$ cat src/rtl/ubi_stream_decode_if.sv
// Stream/result bundle for ubi_stream_decode.
// master: stream source / result consumer; slave: the decoder.
// BITWIDTH must match the decoder's BITWIDTH.
interface ubi_stream_decode_if #(
  parameter int BITWIDTH = 8
);
  logic                iEn;
  logic                iClr;
  logic                iStart;
  logic                iBit;
  logic [BITWIDTH-1:0] oBin;
  logic                oValid;
  logic                oBusy;

  modport master (
    output iEn, iClr, iStart, iBit,
    input  oBin, oValid, oBusy
  );

  modport slave (
    input  iEn, iClr, iStart, iBit,
    output oBin, oValid, oBusy
  );
endinterface

$ cat src/rtl/ubi_stream_decode.sv
// Bipolar unary-to-binary decoder: counts ones over a window of
// 2^BITWIDTH enabled samples and reports the saturated count as an
// offset-binary code with a one-cycle valid pulse.
// Build option UBI_DECODE_SIGNED_EN: result registered in two's
// complement (offset-binary with MSB inverted); timing is unchanged.
//
// state    | meaning
// ---------+--------------------------------------------------------
// ST_IDLE  | no window open; waiting for iStart & iEn
// ST_ACCUM | window open; each enabled edge takes one sample of iBit
module ubi_stream_decode #(
  parameter int BITWIDTH = 8
) (
  input  logic                  iClk,
  input  logic                  iRstN,
  ubi_stream_decode_if.slave    bus
);

  typedef enum logic {
    ST_IDLE  = 1'b0,
    ST_ACCUM = 1'b1
  } state_t;

  localparam logic [BITWIDTH-1:0] LAST_SMP = '1;

  state_t              r_state, w_state_nxt;
  logic [BITWIDTH-1:0] r_smp_cnt, w_smp_cnt_nxt;
  logic [BITWIDTH:0]   r_ones, w_ones_nxt;
  logic [BITWIDTH-1:0] r_bin, w_bin_nxt;
  logic                r_valid, w_valid_nxt;

  logic [BITWIDTH:0]   w_final;
  logic [BITWIDTH-1:0] w_sat;
  logic [BITWIDTH-1:0] w_code;

  // Final count includes the sample captured on the completing edge;
  // a full window of ones (N) cannot be represented, so clamp to N-1.
  assign w_final = r_ones + {{BITWIDTH{1'b0}}, bus.iBit};
  assign w_sat   = w_final[BITWIDTH] ? '1 : w_final[BITWIDTH-1:0];

`ifdef UBI_DECODE_SIGNED_EN
  assign w_code = {~w_sat[BITWIDTH-1], w_sat[BITWIDTH-2:0]};
`else
  assign w_code = w_sat;
`endif

  // State and datapath registers.
  always_ff @(posedge iClk or negedge iRstN) begin
    if (!iRstN) begin
      r_state   <= ST_IDLE;
      r_smp_cnt <= '0;
      r_ones    <= '0;
      r_bin     <= '0;
      r_valid   <= 1'b0;
    end else begin
      r_state   <= w_state_nxt;
      r_smp_cnt <= w_smp_cnt_nxt;
      r_ones    <= w_ones_nxt;
      r_bin     <= w_bin_nxt;
      r_valid   <= w_valid_nxt;
    end
  end

  // Next state: clear beats start, start beats sampling (a start inside
  // a window, even on its last sample, restarts and suppresses oValid).
  always_comb begin
    w_state_nxt   = r_state;
    w_smp_cnt_nxt = r_smp_cnt;
    w_ones_nxt    = r_ones;
    w_bin_nxt     = r_bin;
    w_valid_nxt   = 1'b0;

    if (bus.iClr) begin
      w_state_nxt   = ST_IDLE;
      w_smp_cnt_nxt = '0;
      w_ones_nxt    = '0;
      w_bin_nxt     = '0;
    end else if (bus.iStart && bus.iEn) begin
      w_state_nxt   = ST_ACCUM;
      w_smp_cnt_nxt = '0;
      w_ones_nxt    = '0;
    end else if (r_state == ST_ACCUM && bus.iEn) begin
      if (r_smp_cnt == LAST_SMP) begin
        w_state_nxt   = ST_IDLE;
        w_smp_cnt_nxt = '0;
        w_ones_nxt    = '0;
        w_bin_nxt     = w_code;
        w_valid_nxt   = 1'b1;
      end else begin
        w_smp_cnt_nxt = r_smp_cnt + 1'b1;
        w_ones_nxt    = w_final;
      end
    end
  end

  assign bus.oBin   = r_bin;
  assign bus.oValid = r_valid;
  assign bus.oBusy  = (r_state == ST_ACCUM);

endmodule
$ cat src/flat_wrapper.sv
// flat-port wrapper written by rule: the top's interface ports become plain ports
module ubi_stream_decode_flat 
#(
  parameter int BITWIDTH = 8
)
  (iClk, iRstN, bus_iEn, bus_iClr, bus_iStart, bus_iBit, bus_oBin, bus_oValid, bus_oBusy);
  ubi_stream_decode_if #(.BITWIDTH(BITWIDTH)) bus_i ();
  input  logic iClk;
  input  logic iRstN;
  input wire logic [$bits(bus_i.iEn)-1:0] bus_iEn;
  input wire logic [$bits(bus_i.iClr)-1:0] bus_iClr;
  input wire logic [$bits(bus_i.iStart)-1:0] bus_iStart;
  input wire logic [$bits(bus_i.iBit)-1:0] bus_iBit;
  output wire logic [$bits(bus_i.oBin)-1:0] bus_oBin;
  output wire logic [$bits(bus_i.oValid)-1:0] bus_oValid;
  output wire logic [$bits(bus_i.oBusy)-1:0] bus_oBusy;
  assign bus_i.iEn = bus_iEn;
  assign bus_i.iClr = bus_iClr;
  assign bus_i.iStart = bus_iStart;
  assign bus_i.iBit = bus_iBit;
  assign bus_oBin = bus_i.oBin;
  assign bus_oValid = bus_i.oValid;
  assign bus_oBusy = bus_i.oBusy;
  ubi_stream_decode #(.BITWIDTH(BITWIDTH)) u_core (.iClk(iClk), .iRstN(iRstN), .bus(bus_i));
endmodule
$ cat config.mk
export PLATFORM = sky130hd
export DESIGN_NAME = ubi_stream_decode_flat
export DESIGN_NICKNAME = d
export VERILOG_FILES = /design/src/rtl/ubi_stream_decode_if.sv /design/src/rtl/ubi_stream_decode.sv /design/src/flat_wrapper.sv
export SDC_FILE = /design/constraint.sdc
export NUM_CORES = 1
export LEC_CHECK = 0
export CAP_MARGIN = 25
export CORE_MARGIN = 3
export CORE_UTILIZATION = 55
export CTS_CLUSTER_SIZE = 20
export DETAILED_ROUTE_END_ITERATION = 12
export DONT_BUFFER_PORTS = 1
export HOLD_SLACK_MARGIN = 0.02
export PLACE_DENSITY = 0.7
export SYNTH_ARGS = -nofsm -noshare
export SYNTH_HDL_FRONTEND = slang
export SYNTH_SLANG_ARGS = --single-unit
export TNS_END_PERCENT = 100
$ cat constraint.sdc
create_clock -name iClk -period 3.08 [get_ports iClk]
set_clock_uncertainty 0.2 [all_clocks]
set_input_delay 0.308 -clock iClk [delete_from_list [all_inputs] [get_ports iClk]]
set_output_delay 0.308 -clock iClk [all_outputs]
set_load 0.1 [all_outputs]
==> results.ini <==
[status]
status=finished clean

[cts]
htree_levels=1
cts_resized=0
cts_buffers=3
clk_pin_slew_ps=150
clockBufferDepth=2
cts_hold_buf=6
cts_tree=yes
cts_setup_buffers=0
cts_sinks=27
cts_root_buf=clkbuf_4
clkLatencyLatePin_ps=320

[floorplanning]
start_util_pct=60.6
die_h_um=56.5
design.core.area_sq_mm=0.00232
rows=17
die_w_um=56.5
die-area_sq_mm=0.00320
io_pins=16

[yosys]
synth_top_cell_by_area=dfrtp_1
synth_edf_count=0
async_flop_share_pct=100
ys_ff_latch=27
syn_avg_cell_area_sq_um=10.1
synth_cell_types=38
synth.net_count=148
ys_warn_count=0
netlist_top_cells_count=dfrtp_1 (27), a22o_1 (11), nand2_1 (11)
synth_top_cell_area_share_pct=48.1
syn-cell-area_sq_mm=0.00141
synth_ff_type=dfrtp_1
ys_seq_area_share_pct=48.1
synthCells=139
synth_area_leaders=dfrtp_1 (48%), a22o_1 (6.9%), xor2_1 (3.7%), nand3_1 (3.2%), o21ai_0 (3.2%)
yosys.cell_count.top_type=dfrtp_1

[global_route]
grtUsageTotal_pct=18.0
antenna_found_initial=0
grt_pass1_wl_mm=4.65
use_met1_pct=26.4
grt_start_max_net_pins=28
busiest_layer=met2
grt_util_met3_pct=3.68
grt.overflow.total=0
use_met2_pct=26.9
grt_pass1_vias=1012

[layout]
final_layout_size_suffix_gt1_share_pct=9.66
area_growth_pct=8.10
register_area_sq_um=676
multiInputGateArea_sq_um=688
final_nets=155
fill_cells=180
final_cell_area_sq_mm=0.00152
final_util_pct=65.5
num_antenna_cells=0

[setup_path]
crit_path_end_kind=flop
startpoint_type=flop
worst_path_largest_cell_delay_ps=570
rr_startpoint=u_core.r_smp_cnt[1]
r2r_setup_slack_ps=1010
rr_endpoint=u_core.r_smp_cnt[1]
path_cells=ha_1, nand3_1, a21oi_1, a21oi_1, dlygate4sd3_1, nor2_1
required_ps=3140
cp.arrival_ps=2130
path_class=flop to flop
cpMaxStageDelayCell=dlygate4sd3_1
reg2regPathDepth=6
crit_path_max_fanout=6
critPathMostFrequentCell=a21oi_1

[sta]
slew_violations=0
slew_headroom_pct=39.3
worst_slack_ps=1010
period_minus_slack_ps=2070
period_share_pct=67.3
setup_violations=0
tightest_slew_ps=911
rsz0062_at_grt=no
hold_slack_ps=33.4
final.setup.tns_ps=0
hold_violations=0
fmax_ghz=0.482

[route]
drtPass1Iterations=4
drc_errors=0
vias_per_cell=6.27
drtIter0Drc=47
vias=1084
routed_wl_mm=2.85
wire_per_inst_um=16.5
antenna_left=0

[placed_design]
dpl_worst_slack_ps=1040
io_buffers=0
dp_hpwl_mm=2.00
placed_cell_area_sq_mm=0.00142
gp_congestion=0.819

[run]
max_cap_violations=0

[power_and_ir_drop]
power_density_mw_per_mm2=373
leakage_nw=0.702
ir_drop_mv=0.245

[min_path]
whs_endpoint=u_core.r_smp_cnt[6]
hp-class=input port to flop
whs_path_depth=3
min_from=bus_iStart

-- routing by layer --
| layer | share of wire [%] | vias to the layer above | wire, um |
|---|---|---|---|
| met4 | 0.63 | 0 | 18 |
| met3 | 4.3 | 2 | 124 |
| met1 | 51 | 533 | 1450 |
| met2 | 44 | 26 | 1250 |
| li1 | - | 523 | - |
| met5 | 0 | - | 0 |
-- registers in the layout (all words and copies together) (netlist names) --
signal,flops
u_core.bus.oValid,1
u_core.bus.oBin,8
u_core.r_ones,9
u_core.bus.oBusy,1
u_core.r_smp_cnt,8
-- metrics by stage --
| stage | cells | power, mW |
|---|---|---|
| finish | 173 | 0.566 |
| global route | 173 | 0.584 |
| CTS | 173 | 0.570 |
| detailed placement | 163 | 0.404 |
| global placement | 163 | 0.403 |
| floorplan | 139 | 0.398 |
-- logic make-up (layout without fill, tap and decap cells) --
kind of cell,Yosys count,count (layout),share of synthesized area (%)
adders and majority gates,3,3,2.67
AOI/OAI and AO/OA,43,43,22.5
buffers and inverters,9,15,2.94
DFF,27,27,48.1
xor gates and xnor gates,7,7,4.36
and+or+nand+nor,50,50,19.4
-- worst max-delay path, delay by kind of cell (launching register included) --
kind / cells / cell delay [ps]
flops: 1 / 490
compound gates: 2 / 220
simple gates: 2 / 200
buf+inv: 1 / 570
fa+ha+maj: 1 / 340
-- layout by cell type (no fill, tap or decap), types with 2 or more instances in the layout --
| master | instances |
|---|---|
| and3_1 | 2 |
| dlygate4sd3_1 | 5 |
| nand2_1 | 11 |
| nand4_1 | 4 |
| nand3b_1 | 3 |
| o21ai_0 | 9 |
| a22o_1 | 11 |
| dfrtp_1 | 27 |
| inv_1 | 4 |
| ha_1 | 3 |
| a21o_1 | 2 |
| or3_1 | 4 |
| o211ai_1 | 3 |
| a21boi_0 | 2 |
| a21oi_1 | 8 |
| nor2_1 | 8 |
| nand3_1 | 9 |
| xor2_1 | 6 |
| clkbuf_4 | 3 |
-- worst max path at each step --
stage                             start                   to  slack (ps)  cells after the start
global placement       u_core.r_ones[0]   u_core.bus.oBin[1]        1110                      6
detailed placement     u_core.r_ones[0]   u_core.bus.oBin[1]        1040                      6
finish              u_core.r_smp_cnt[1]  u_core.r_smp_cnt[1]        1010                      6
CTS                    u_core.r_ones[0]   u_core.bus.oBin[6]        1020                      6
global route           u_core.r_ones[0]   u_core.bus.oBin[5]         890                      6
floorplan              u_core.bus.oBusy   u_core.bus.oBin[0]         780                      4
-- final cells by class --
class | instances | share of cell area, %
timing repair buffer | 7 | 5.11
tap | 28 | 2.31
sequential | 27 | 44.5
clock buffer | 3 | 1.48
inverter | 4 | 0.988
multi-input combinational | 103 | 45.3
clock inverter | 1 | 0.329
-- where the power goes --
part	total (mW)	switching, mW	internal, mW	leakage (nW)
Combinational	0.0523	0.0360	0.0164	0.308
Clock	0.153	0.105	0.0486	0.0177
Sequential	0.361	0.00389	0.357	0.376
Power figures use the tool's default switching activity.
